--- src/rtl/ofs_user_irq_pkg.sv ---
// Shared types and address helpers for the user-interrupt scheduler.
package ofs_user_irq_pkg;

    typedef enum logic [1:0] {
        IDLE,
        ARB,
        ISSUE
    } irq_sched_state_e;

    localparam logic [63:0] DEF_ADDR_BASE   = 64'h20000;
    localparam logic [63:0] DEF_ADDR_STRIDE = 64'h1000;
    localparam logic [31:0] DEF_DATA_BASE   = 32'hbeef_0000;

    // Write address of source idx: base + idx*stride.
    function automatic logic [63:0] irq_addr(
        input int unsigned idx,
        input logic [63:0] base   = DEF_ADDR_BASE,
        input logic [63:0] stride = DEF_ADDR_STRIDE
    );
        return base + 64'(idx) * stride;
    endfunction

endpackage

--- src/rtl/ofs_rr_pick.sv ---
// Combinational round-robin pick: first request at or after last+1 (mod N).
module ofs_rr_pick #(
    parameter int N     = 7,
    parameter int IDX_W = (N > 1) ? $clog2(N) : 1
) (
    input  logic [N-1:0]     req,
    input  logic [IDX_W-1:0] last,
    output logic [N-1:0]     gnt,
    output logic [IDX_W-1:0] idx,
    output logic             valid
);

    always_comb begin
        int                 cand_i;
        logic [IDX_W-1:0]   cand;
        gnt    = '0;
        idx    = '0;
        valid  = 1'b0;
        cand_i = 0;
        cand   = '0;
        // Offsets 1..N walk the ring starting just past the last winner.
        for (int off = 1; off <= N; off++) begin
            cand_i = (int'(last) + off) % N;
            cand   = IDX_W'(cand_i);
            if (!valid && req[cand]) begin
                valid     = 1'b1;
                gnt[cand] = 1'b1;
                idx       = cand;
            end
        end
    end

endmodule

--- src/rtl/ofs_user_irq_sched.sv ---
// Round-robin scheduler sharing one interrupt write channel among user IRQ sources.
// Optional OFS_USER_IRQ_PBA_EN: masked rises stay pending and the pending port is exposed.
module ofs_user_irq_sched
    import ofs_user_irq_pkg::*;
#(
    parameter int                NUM_IRQ     = 7,
    parameter int                ADDR_W      = 64,
    parameter int                DATA_W      = 32,
    parameter logic [ADDR_W-1:0] ADDR_BASE   = ADDR_W'(DEF_ADDR_BASE),
    parameter logic [ADDR_W-1:0] ADDR_STRIDE = ADDR_W'(DEF_ADDR_STRIDE),
    parameter logic [DATA_W-1:0] DATA_BASE   = DATA_W'(DEF_DATA_BASE),
    parameter int                IDX_W       = (NUM_IRQ > 1) ? $clog2(NUM_IRQ) : 1
) (
    input  logic               clk,
    input  logic               rst_n,
    input  logic [NUM_IRQ-1:0] usr_irq,
    input  logic [NUM_IRQ-1:0] irq_mask,
    output logic               tx_valid,
    input  logic               tx_ready,
    output logic [ADDR_W-1:0]  tx_addr,
    output logic [DATA_W-1:0]  tx_data,
    output logic [IDX_W-1:0]   tx_src,
`ifdef OFS_USER_IRQ_PBA_EN
    output logic [NUM_IRQ-1:0] pending,
`endif
    output logic [15:0]        irq_count
);

    localparam logic [IDX_W-1:0] LAST_INIT = IDX_W'(NUM_IRQ - 1);

    irq_sched_state_e   state, state_n;
    logic [NUM_IRQ-1:0] irq_q, pend, pend_n, rise, elig, clr, pick_gnt;
    logic [IDX_W-1:0]   last_grant, pick_idx;
    logic               pick_valid, any_elig, load, accept;

    assign rise     = usr_irq & ~irq_q;
    assign elig     = pend & ~irq_mask;
    assign any_elig = |elig;
    assign tx_valid = (state == ISSUE);
    assign accept   = tx_valid & tx_ready;
    assign clr      = load ? pick_gnt : '0;

    ofs_rr_pick #(
        .N     (NUM_IRQ),
        .IDX_W (IDX_W)
    ) u_pick (
        .req   (elig),
        .last  (last_grant),
        .gnt   (pick_gnt),
        .idx   (pick_idx),
        .valid (pick_valid)
    );

    // A rise landing on the cycle its bit is cleared wins, so no edge is lost.
`ifdef OFS_USER_IRQ_PBA_EN
    assign pend_n  = (pend & ~clr) | rise;
    assign pending = pend;
`else
    assign pend_n  = ((pend & ~clr) | rise) & ~irq_mask;
`endif

    always_comb begin
        state_n = state;
        load    = 1'b0;
        unique case (state)
            IDLE:  if (any_elig) state_n = ARB;
            ARB: begin
                if (pick_valid) begin
                    load    = 1'b1;
                    state_n = ISSUE;
                end else begin
                    state_n = IDLE;
                end
            end
            ISSUE: if (tx_ready) state_n = any_elig ? ARB : IDLE;
            default: state_n = IDLE;
        endcase
    end

    always_ff @(posedge clk or negedge rst_n) begin
        if (!rst_n) begin
            state      <= IDLE;
            irq_q      <= '0;
            pend       <= '0;
            last_grant <= LAST_INIT;
            tx_addr    <= '0;
            tx_data    <= '0;
            tx_src     <= '0;
            irq_count  <= '0;
        end else begin
            state <= state_n;
            irq_q <= usr_irq;
            pend  <= pend_n;
            if (load) begin
                tx_addr    <= ADDR_W'(irq_addr(32'(pick_idx), 64'(ADDR_BASE), 64'(ADDR_STRIDE)));
                tx_data    <= DATA_BASE + DATA_W'(pick_idx);
                tx_src     <= pick_idx;
                last_grant <= pick_idx;
            end
            if (accept && irq_count != 16'hFFFF) irq_count <= irq_count + 16'd1;
        end
    end

endmodule
--- config.mk ---
export PLATFORM = sky130hd
export DESIGN_NAME = ofs_user_irq_sched
export DESIGN_NICKNAME = d
export VERILOG_FILES = /design/src/rtl/ofs_user_irq_pkg.sv /design/src/rtl/ofs_rr_pick.sv /design/src/rtl/ofs_user_irq_sched.sv
export SDC_FILE = /design/constraint.sdc
export NUM_CORES = 1
export LEC_CHECK = 0
export CELL_PAD_IN_SITES_DETAIL_PLACEMENT = 0
export CELL_PAD_IN_SITES_GLOBAL_PLACEMENT = 2
export CORE_MARGIN = 2
export CORE_UTILIZATION = 29
export CTS_CLUSTER_DIAMETER = 60
export DETAILED_ROUTE_END_ITERATION = 10
export GPL_TIMING_DRIVEN = 0
export PLACE_DENSITY = 0.87
export SYNTH_ARGS = -nofsm -noshare
export SYNTH_HDL_FRONTEND = slang
export SYNTH_HIERARCHICAL = 1
export SYNTH_SLANG_ARGS = --single-unit
--- constraint.sdc ---
create_clock -name clk -period 7 [get_ports clk]
set_input_delay 1.4 -clock clk [delete_from_list [all_inputs] [get_ports clk]]
set_output_delay 1.4 -clock clk [all_outputs]
set_load 0.02 [all_outputs]
-- Word-level counts from Yosys, hierarchy flattened
Cells that the tools add are included.
- $lt $le $gt $ge: 14
- add/subtract/negate cells: 10
- bitwise operators: 15
- divide/modulo/power cells: 7
- multiplexer cells: 57
- eq/ne operators: 5
- reduce and logical (&&, ||, !) cells: 23
- operator list (cell ; number):
    modulo 32 x 4 -> 32 bit, second input constant ; 7
    two-way mux 7 bit ; 8
    bitwise OR 7 bit ; 7
    adder 32 x 3 -> 32 bit, first input constant ; 1
    AND 7 bit ; 4
    less-than comparator 3 x 4 -> 1 bit, second input constant ; 7
    two-way mux 1 bit ; 24
    binary-select mux 1 bit (select 3 bit) ; 7
    demux 1 bit (select 3 bit) ; 7
    >= comparator 3 x 1 -> 1 bit, second input constant ; 7
    two-way mux 3 bit ; 7
    NOT 7 bit ; 3
    adder 18 x 15 -> 19 bit, first input constant ; 1
    adder 16 x 1 -> 16 bit, second input constant ; 1
    adder 3 x 3 -> 4 bit, second input constant ; 4
    inequality test 16 bit, second input constant ; 1
    logical AND 1 bit ; 14
    adder 3 x 2 -> 4 bit, second input constant ; 2
    OR reduction 7 bit ; 1
    logical NOT 1 bit ; 6
    two-way mux 2 bit ; 3
    one-hot mux 2 bit (3 select lines) ; 1
    adder 3 x 1 -> 4 bit, second input constant ; 1
    equality test 2 x 1 -> 1 bit, second input constant ; 1
    other kinds (6) ; 6
- output and inout port bits: 116
- register bits: 134
- logic and storage cells: 139

-- Logic depth before layout (Yosys ltp)
Gate-level depths: netlist of the first run.
- depth after elaboration: 30
- depth in mapped cells: 27
- mapped depth without buffers: 23

-- Cells and area by module
The synthesis of the first run kept the hierarchy.
- by module, submodules not included (module ; times used ; cells an instance ; area an instance (µm²)):
    ofs_rr_pick ; 1 ; 404 ; 2941.6
    ofs_user_irq_sched ; 1 ; 245 ; 2358.5

-- Worst setup path after synthesis of the first run
Ideal clock, no wire load.
- path type: register to register
- start point: register, netlist name tx_src[0]
- end point: register pend[3]
- slack: 1.586 ns
- path buffers: 3
- library setup time: 0.118 ns
- clock period less this slack: 5.414 ns
- stages on the path, launching flop included: 24
- arrival time: 5.296 ns
- cell sequence: dfrtp_1 -> buf_2 -> buf_4 -> buf_2 -> inv_1 -> ha_1 -> clkinv_1 -> ha_1 -> ha_1 -> a31oi_1 -> xnor2_1 -> ha_1 -> o21ai_0 -> a31oi_1 -> mux2i_1 -> and2_1 -> o2bb2ai_1 -> a22oi_1 -> or4b_4 -> or2_1 -> o311ai_1 -> nand2_1 -> a21oi_1 -> nor2_1
- RTL lines (item ; line ; source):
    end signal, assigned ; ofs_user_irq_sched.sv:93 ; pend <= pend_n;
    end, declared ; ofs_user_irq_sched.sv:32 ; logic [NUM_IRQ-1:0] irq_q, pend, pend_n, rise, elig, clr, pick_gnt;

==> results.json, run 1 <==
{
  "status": "completed",
  "yosysTopAreaCell": "dfrtp_1",
  "clock_skew_ns": 0.00653,
  "cts_resized": 1,
  "synth_area_leaders": "dfrtp_1 17%, buf_4 14%, ha_1 6.4%, xnor2_1 5.0%, nand2_1 4.4%",
  "nFillCells": 1868,
  "cts-htree-levels": 2,
  "regToRegSetupSlack_ns": 0.52,
  "holdPathEnd": "irq_count[15]",
  "root_buffer": "clkbuf_16",
  "rsz0062_at_grt": "false",
  "cap_violations": 0,
  "viasPerCell": 4.73,
  "dr.pass1.iters": 4,
  "antenna_found_initial": 0,
  "synth_top_family_by_area": "simple AND/OR/NAND/NOR gates",
  "drive_above_1_share_pct": 20.8,
  "slew_violations": 0,
  "timing.final.ws_setup_ns": 0.519,
  "io_pins": 133,
  "cts_buffer_depth": 2,
  "drc": 0,
  "worst_pin_slew_ns": 0.846,
  "synth_xor_xnor_area_share_pct": 6.14,
  "final_cell_mix": "100 x buf_4, 76 x conb_1, 62 x nand2_1, 55 x clkdlybuf4s50_1, 44 x nor2_1",
  "synth_area_um2": 5300,
  "crit_type": "flop to flop",
  "cts_tree": "done",
  "rows": 49,
  "crit_required_ns": 7.17,
  "gr-total-overflow": 0,
  "final_common_cell": "buf_4",
  "yosysWarnings": 6,
  "cts.sinks": 38,
  "placeableCoreArea_um2": 18000,
  "async_flop_share_pct": 100,
  "die_y_um": 139,
  "post-route-period-util_pct": 92.6,
  "dr_total_vias": 4806,
  "ant_nets": 0,
  "grt_pass1_vias": 4381,
  "cp_max_fo": 11,
  "multi_input_area_um2": 3710,
  "reg2reg_depth": 24,
  "dpl_worst_slack_ns": -0.00787,
  "gp_congestion": 0.897,
  "reg2reg_from": "tx_src[0]",
  "grt_max_degree": 39,
  "die-area_um2": 19400,
  "grt_pass1_wl_um": 23000,
  "synth_adder_area_share_pct": 6.37,
  "seq_area_um2": 955,
  "fin_nets": 831,
  "startpoint_type": "flop",
  "hold_start": "irq_count[15]",
  "synth_edf_count": 0,
  "synth_area_per_cell_um2": 8.17,
  "post-dp-hpwl_um": 11400,
  "setup_viol": 0,
  "min_path_cells": 1,
  "ys_types": 94,
  "hold_class": "flop to flop",
  "cts_setup_buffers": 0,
  "synth.area.mux_share_pct": 6.59,
  "synth_top_flop_cell": "dfrtp_1",
  "seq_area_frac_synth_pct": 18.0,
  "yosysTopAreaCellShare_pct": 17.0,
  "cts_made_buffers": 5,
  "path_clk_slew_ns": 0.06,
  "fmax_mhz": 154,
  "cp.arrival_ns": 6.65,
  "slew_headroom_pct": 43.5,
  "worstReg2RegEnd": "pend[3]",
  "synthSimpleGateAreaFrac_pct": 23.8,
  "grt_usage_pct": 14.3,
  "drt_wl_total_um": 14600,
  "hold_viol_final": 0,
  "hold_ws_ns": 0.498,
  "synth_cells": 649,
  "syn_to_final_growth_pct": 24.8,
  "crit_path_end_kind": "flop",
  "synth_compound_area_share_pct": 21.0,
  "clock_latency_ns": 0.28,
  "port_buffers": 56,
  "start_util_pct": 29.5,
  "ys_ff_latch": 38,
  "dr.first_iter.drc_count": 259,
  "min_period_ns": 6.48,
  "wl_per_cell_um": 14.3,
  "num_antenna_cells": 0,
  "die_w_um": 139,
  "cts_hold_buf": 0
}
==> cells by family after synthesis <==
logic type,Yosys count
and+or+nand+nor,236
buffers and inverters,142
AOI/OAI and AO/OA,140
DFF,38
xor gates and xnor gates,35
muxes,30
adders and majority gates,27
other,1
==> worst max path at each step <==
| stage | startpoint | end | slack, ns |
|---|---|---|---|
| floorplan | tx_src[0] | pend[3] | 1.59 |
| global placement | tx_src[0] | pend[3] | -0.02 |
| detailed placement | tx_src[0] | pend[3] | -0.008 |
| CTS | tx_src[0] | pend[3] | 0.05 |
| global route | tx_src[0] | pend[3] | 0.13 |
| finish | tx_src[0] | pend[3] | 0.52 |
==> flip-flops by register name, summed over array words and instances, names as in the netlist <==
name        count
irq_q           7
tx_data         2
irq_count      16
state           2
pend            7
last_grant      2
tx_src          2
==> through the flow <==
stage / util [%] / setup TNS, ns / instance area (µm²) / cells
floorplan: - / 0 / 5580 / 724
global placement: 35.8 / -0.0165 / 6430 / 1009
detailed placement: 35.8 / -0.00787 / 6420 / 1009
CTS: 36.6 / 0 / 6580 / 1017
global route: 36.8 / 0 / 6620 / 1017
finish: 36.8 / 0 / 6620 / 1017
==> critical path, cell delays in order (launching register included) <==
cell      delay, ns
dfrtp_2        0.51
buf_2          0.26
buf_4          0.21
buf_2          0.33
inv_1          0.12
ha_2           0.49
ha_1           0.19
ha_1           0.13
clkbuf_1       0.32
a31oi_1        0.11
xnor2_1        0.24
inv_1          0.09
ha_1           0.26
a211oi_1       0.33
nand2b_1       0.22
o32ai_2        0.19
a221oi_1       0.49
o32ai_1        0.20
o21a_1         0.17
or4b_4         0.58
or2_1          0.29
o311ai_1       0.32
nand2_1        0.10
a21oi_1        0.15
nor2_1         0.05
==> synthesized netlist by cell type (4+ instances only) <==
cell and instances:
a211oi_1 9, a21o_1 6, a21oi_1 21, a221o_1 7, a31oi_1 6, and2_1 4
and3_1 7, buf_1 4, buf_2 5, buf_4 100, buf_6 4, clkbuf_1 5
dfrtp_1 36, ha_1 27, inv_1 19, mux2_2 9, mux2i_1 18, nand2_1 62
nand2b_1 12, nand3_1 15, nand3b_1 6, nand4_1 13, nor2_1 44, nor2b_1 20
nor3_1 17, nor3b_1 5, nor4_1 5, o211ai_1 9, o21a_1 4, o21ai_0 12
o22ai_1 8, or3_1 4, xnor2_1 30, xor2_1 4
==> area by class of cell <==
| cell class | count | area share (%) |
|---|---|---|
| multi-input combinational | 544 | 56.1 |
| sequential | 38 | 14.4 |
| buffer | 120 | 13.1 |
| timing repair buffer | 56 | 8.40 |
| tap | 229 | 4.33 |
| clock buffer | 6 | 2.10 |
| inverter | 22 | 1.34 |
| clock inverter | 2 | 0.189 |
==> routing by layer <==
metal / up-vias / global-route usage [%] / wire, µm / share of wire, %
met2: 136 / 23.2 / 6670 / 46
met4: 0 / 4.57 / 328 / 2.3
li1: 2460 / - / - / -
met5: - / 0 / 0 / 0
met1: 2188 / 19.9 / 6910 / 47
met3: 22 / 1.80 / 660 / 4.5
Power of run 1 is left out: the tool's default activity adds up to more than one toggle a clock period on the data nets, which glitch-free logic cannot reach.
==> run 2: changes to the inputs <==
--- a/config.mk
+++ b/config.mk
@@ -15,5 +15,4 @@
 export PLACE_DENSITY = 0.87
 export SYNTH_ARGS = -nofsm -noshare
 export SYNTH_HDL_FRONTEND = slang
-export SYNTH_HIERARCHICAL = 1
 export SYNTH_SLANG_ARGS = --single-unit
==> run 2 against run 1 <==
Against the previous run:
- register-to-register slack better by 0.05 ns
- core utilization rose by 0.37 points
- sequential share of layout area up 0.34 points
- area after synthesis fell by 2.4%
- clock-buffer cell count unchanged
- non-clock buffer count decreased by 5
- global-route usage is 2.4 points higher
- wire length increased by 12%
- fmax rose by 0.71%
- worst hold slack worse by 0.037 ns
- largest cell class unchanged
- critical path type unchanged
==> results.json, run 2 <==
{
  "ant_nets": 0,
  "clock_latency_ns": 0.28,
  "status": "completed",
  "synth_common_cells": "97 x buf_4, 39 x inv_1, 39 x nor2_1, 38 x nand2_1, 36 x dfrtp_1",
  "crit_type": "flop to flop",
  "startpoint": "tx_src[0]",
  "cts_setup_buffers": 0,
  "start_util_pct": 29.8,
  "dr_total_vias": 5041,
  "wl_per_cell_um": 16.5,
  "synth_cells": 628,
  "cts_buffer_depth": 2,
  "rows": 48,
  "nFillCells": 1846,
  "worst_pin_slew_ns": 0.936,
  "num_antenna_cells": 0,
  "crit_required_ns": 7.17,
  "synth_most_common_cell": "buf_4",
  "io_pins": 133,
  "top_register": "irq_count",
  "antenna_found_initial": 0,
  "yosysWarnings": 0,
  "crit_path_end_kind": "flop",
  "root_buffer": "clkbuf_16",
  "syn_to_final_growth_pct": 24.8,
  "cts.sinks": 38,
  "final_cell_mix": "97 x buf_4, 76 x conb_1, 55 x clkdlybuf4s50_1, 39 x inv_1, 39 x nor2_1",
  "startpoint_type": "flop",
  "crit_family": "buffers and inverters",
  "reg2reg_from": "tx_src[0]",
  "synth_area_leaders": "dfrtp_1 17%, buf_4 14%, ha_1 5.6%, mux2i_1 3.1%, xnor2_1 3.0%",
  "cap_violations": 0,
  "synth_edf_count": 0,
  "grt_max_degree": 39,
  "synth_top_flop_cell": "dfrtp_1",
  "clock_skew_ns": 0.00533,
  "post-route-period-util_pct": 91.9,
  "async_flop_share_pct": 100,
  "cts_resized": 0,
  "synth_area_um2": 5170,
  "seq_area_frac_synth_pct": 18.4,
  "largest_reg_flops": 16,
  "post-dp-hpwl_um": 13000,
  "drive_above_1_share_pct": 21.6,
  "min_period_ns": 6.43,
  "cp.arrival_ns": 6.61,
  "fmax_mhz": 155,
  "crit_path_frequent_cell": "ha_1",
  "gr-total-overflow": 0,
  "setup_viol": 0,
  "hold_start": "state[1]",
  "slew_headroom_pct": 35.8,
  "die-area_um2": 18900,
  "yosysTopAreaCell": "dfrtp_1",
  "grt_pass1_wl_um": 24800,
  "slew_violations": 0,
  "drc": 0,
  "dr.pass1.iters": 5,
  "hold_class": "flop to flop",
  "yosysTopAreaCellShare_pct": 17.4,
  "placeableCoreArea_um2": 17400,
  "cp_slowest_stage_delay_ns": 0.76,
  "ys_types": 90,
  "cts-htree-levels": 2,
  "grt_usage_pct": 16.8,
  "cts_made_buffers": 5,
  "cp_max_fo": 11,
  "cts_hold_buf": 0,
  "grt_pass1_vias": 4492,
  "largest_registers": "irq_count: 16 flops, irq_q: 7 flops, pend: 7 flops",
  "die_y_um": 138,
  "drt_wl_total_um": 16300,
  "cts_tree": "done",
  "dr.first_iter.drc_count": 418,
  "final_common_cell": "buf_4",
  "path_clk_slew_ns": 0.06,
  "hold_viol_final": 0,
  "rsz0062_at_grt": "false",
  "synth_area_per_cell_um2": 8.24,
  "fin_nets": 806,
  "ys_ff_latch": 38,
  "crit_buf_inv": 7,
  "die_w_um": 138,
  "fin_setup_tns_ns": 0,
  "port_buffers": 56,
  "slowest_stage": "dfrtp_1",
  "crit_path_cell_trace": "buf_2 -> buf_2 -> inv_1 -> buf_2 -> ha_1 -> buf_4 -> inv_1 -> ha_1 -> ha_1 -> a31o_1 -> xnor2_1 -> ha_1 -> nand2_1 -> o22ai_2 -> mux2_2 -> mux4_2 -> o21ai_2 -> nor3_2 -> a21oi_2 -> buf_6 -> o211ai_1 -> o21a_1",
  "gp_congestion": 0.923,
  "viasPerCell": 5.08
}
## run 2: cell families (layout without fill, tap and decap cells)
logic type	count (synthesis)	after routing	synth area share, %
AOI/OAI and AO/OA	165	165	25.4
xor gates and xnor gates	30	30	5.73
adders and majority gates	23	23	5.56
buffers and inverters	157	221	19.3
DFF	38	38	18.4
muxes	27	27	6.14
other	1	76	0.0725
and+or+nand+nor	187	187	19.3
## run 2: through the flow
| step | utilization [%] | worst slack, ns | instances | hold slack (ns) | cell area [µm²] |
|---|---|---|---|---|---|
| after floorplan | - | 1.98 | 703 | 0.438 | 5450 |
| after global routing | 37.2 | 0.180 | 992 | 0.498 | 6460 |
| after global placement | 36.3 | 0.572 | 984 | 0.459 | 6300 |
| after CTS | 37.2 | 0.591 | 992 | 0.462 | 6460 |
| final | 37.2 | 0.565 | 992 | 0.461 | 6460 |
| after detailed placement | 36.2 | 0.615 | 984 | 0.454 | 6290 |
## run 2: routing by layer
metal	GRT usage [%]	vias up	wire [µm]
li1	-	2422	-
met4	6.07	0	492
met3	1.88	41	1370
met1	24.0	2329	7220
met5	0	-	0
met2	26.0	249	7250
## run 2: worst paths after layout
| check | cells past startpoint | to | slack [ns] |
|---|---|---|---|
| setup / recovery | 22 | tx_data[2] | 0.57 |
| hold / removal | 1 | state[0] | 0.46 |
| setup reg to reg | 22 | tx_data[2] | 0.57 |
| hold reg to reg | 1 | state[0] | 0.46 |
| max in group asynchronous | 1 | irq_count[11] | 5.21 |
| min in group asynchronous | 1 | irq_count[8] | 1.23 |
## run 2: layout make-up
type                       count  area (µm²)  area share [%]
clock inverter                 2        37.5           0.581
inverter                      42         160            2.48
clock buffer                   6         129            2.00
tap                          225         282            4.36
buffer                       115         840            13.0
sequential                    38         953            14.8
multi-input combinational    508        3500            54.2
timing repair buffer          56         556            8.60
Power of run 2 is left out for the same reason.
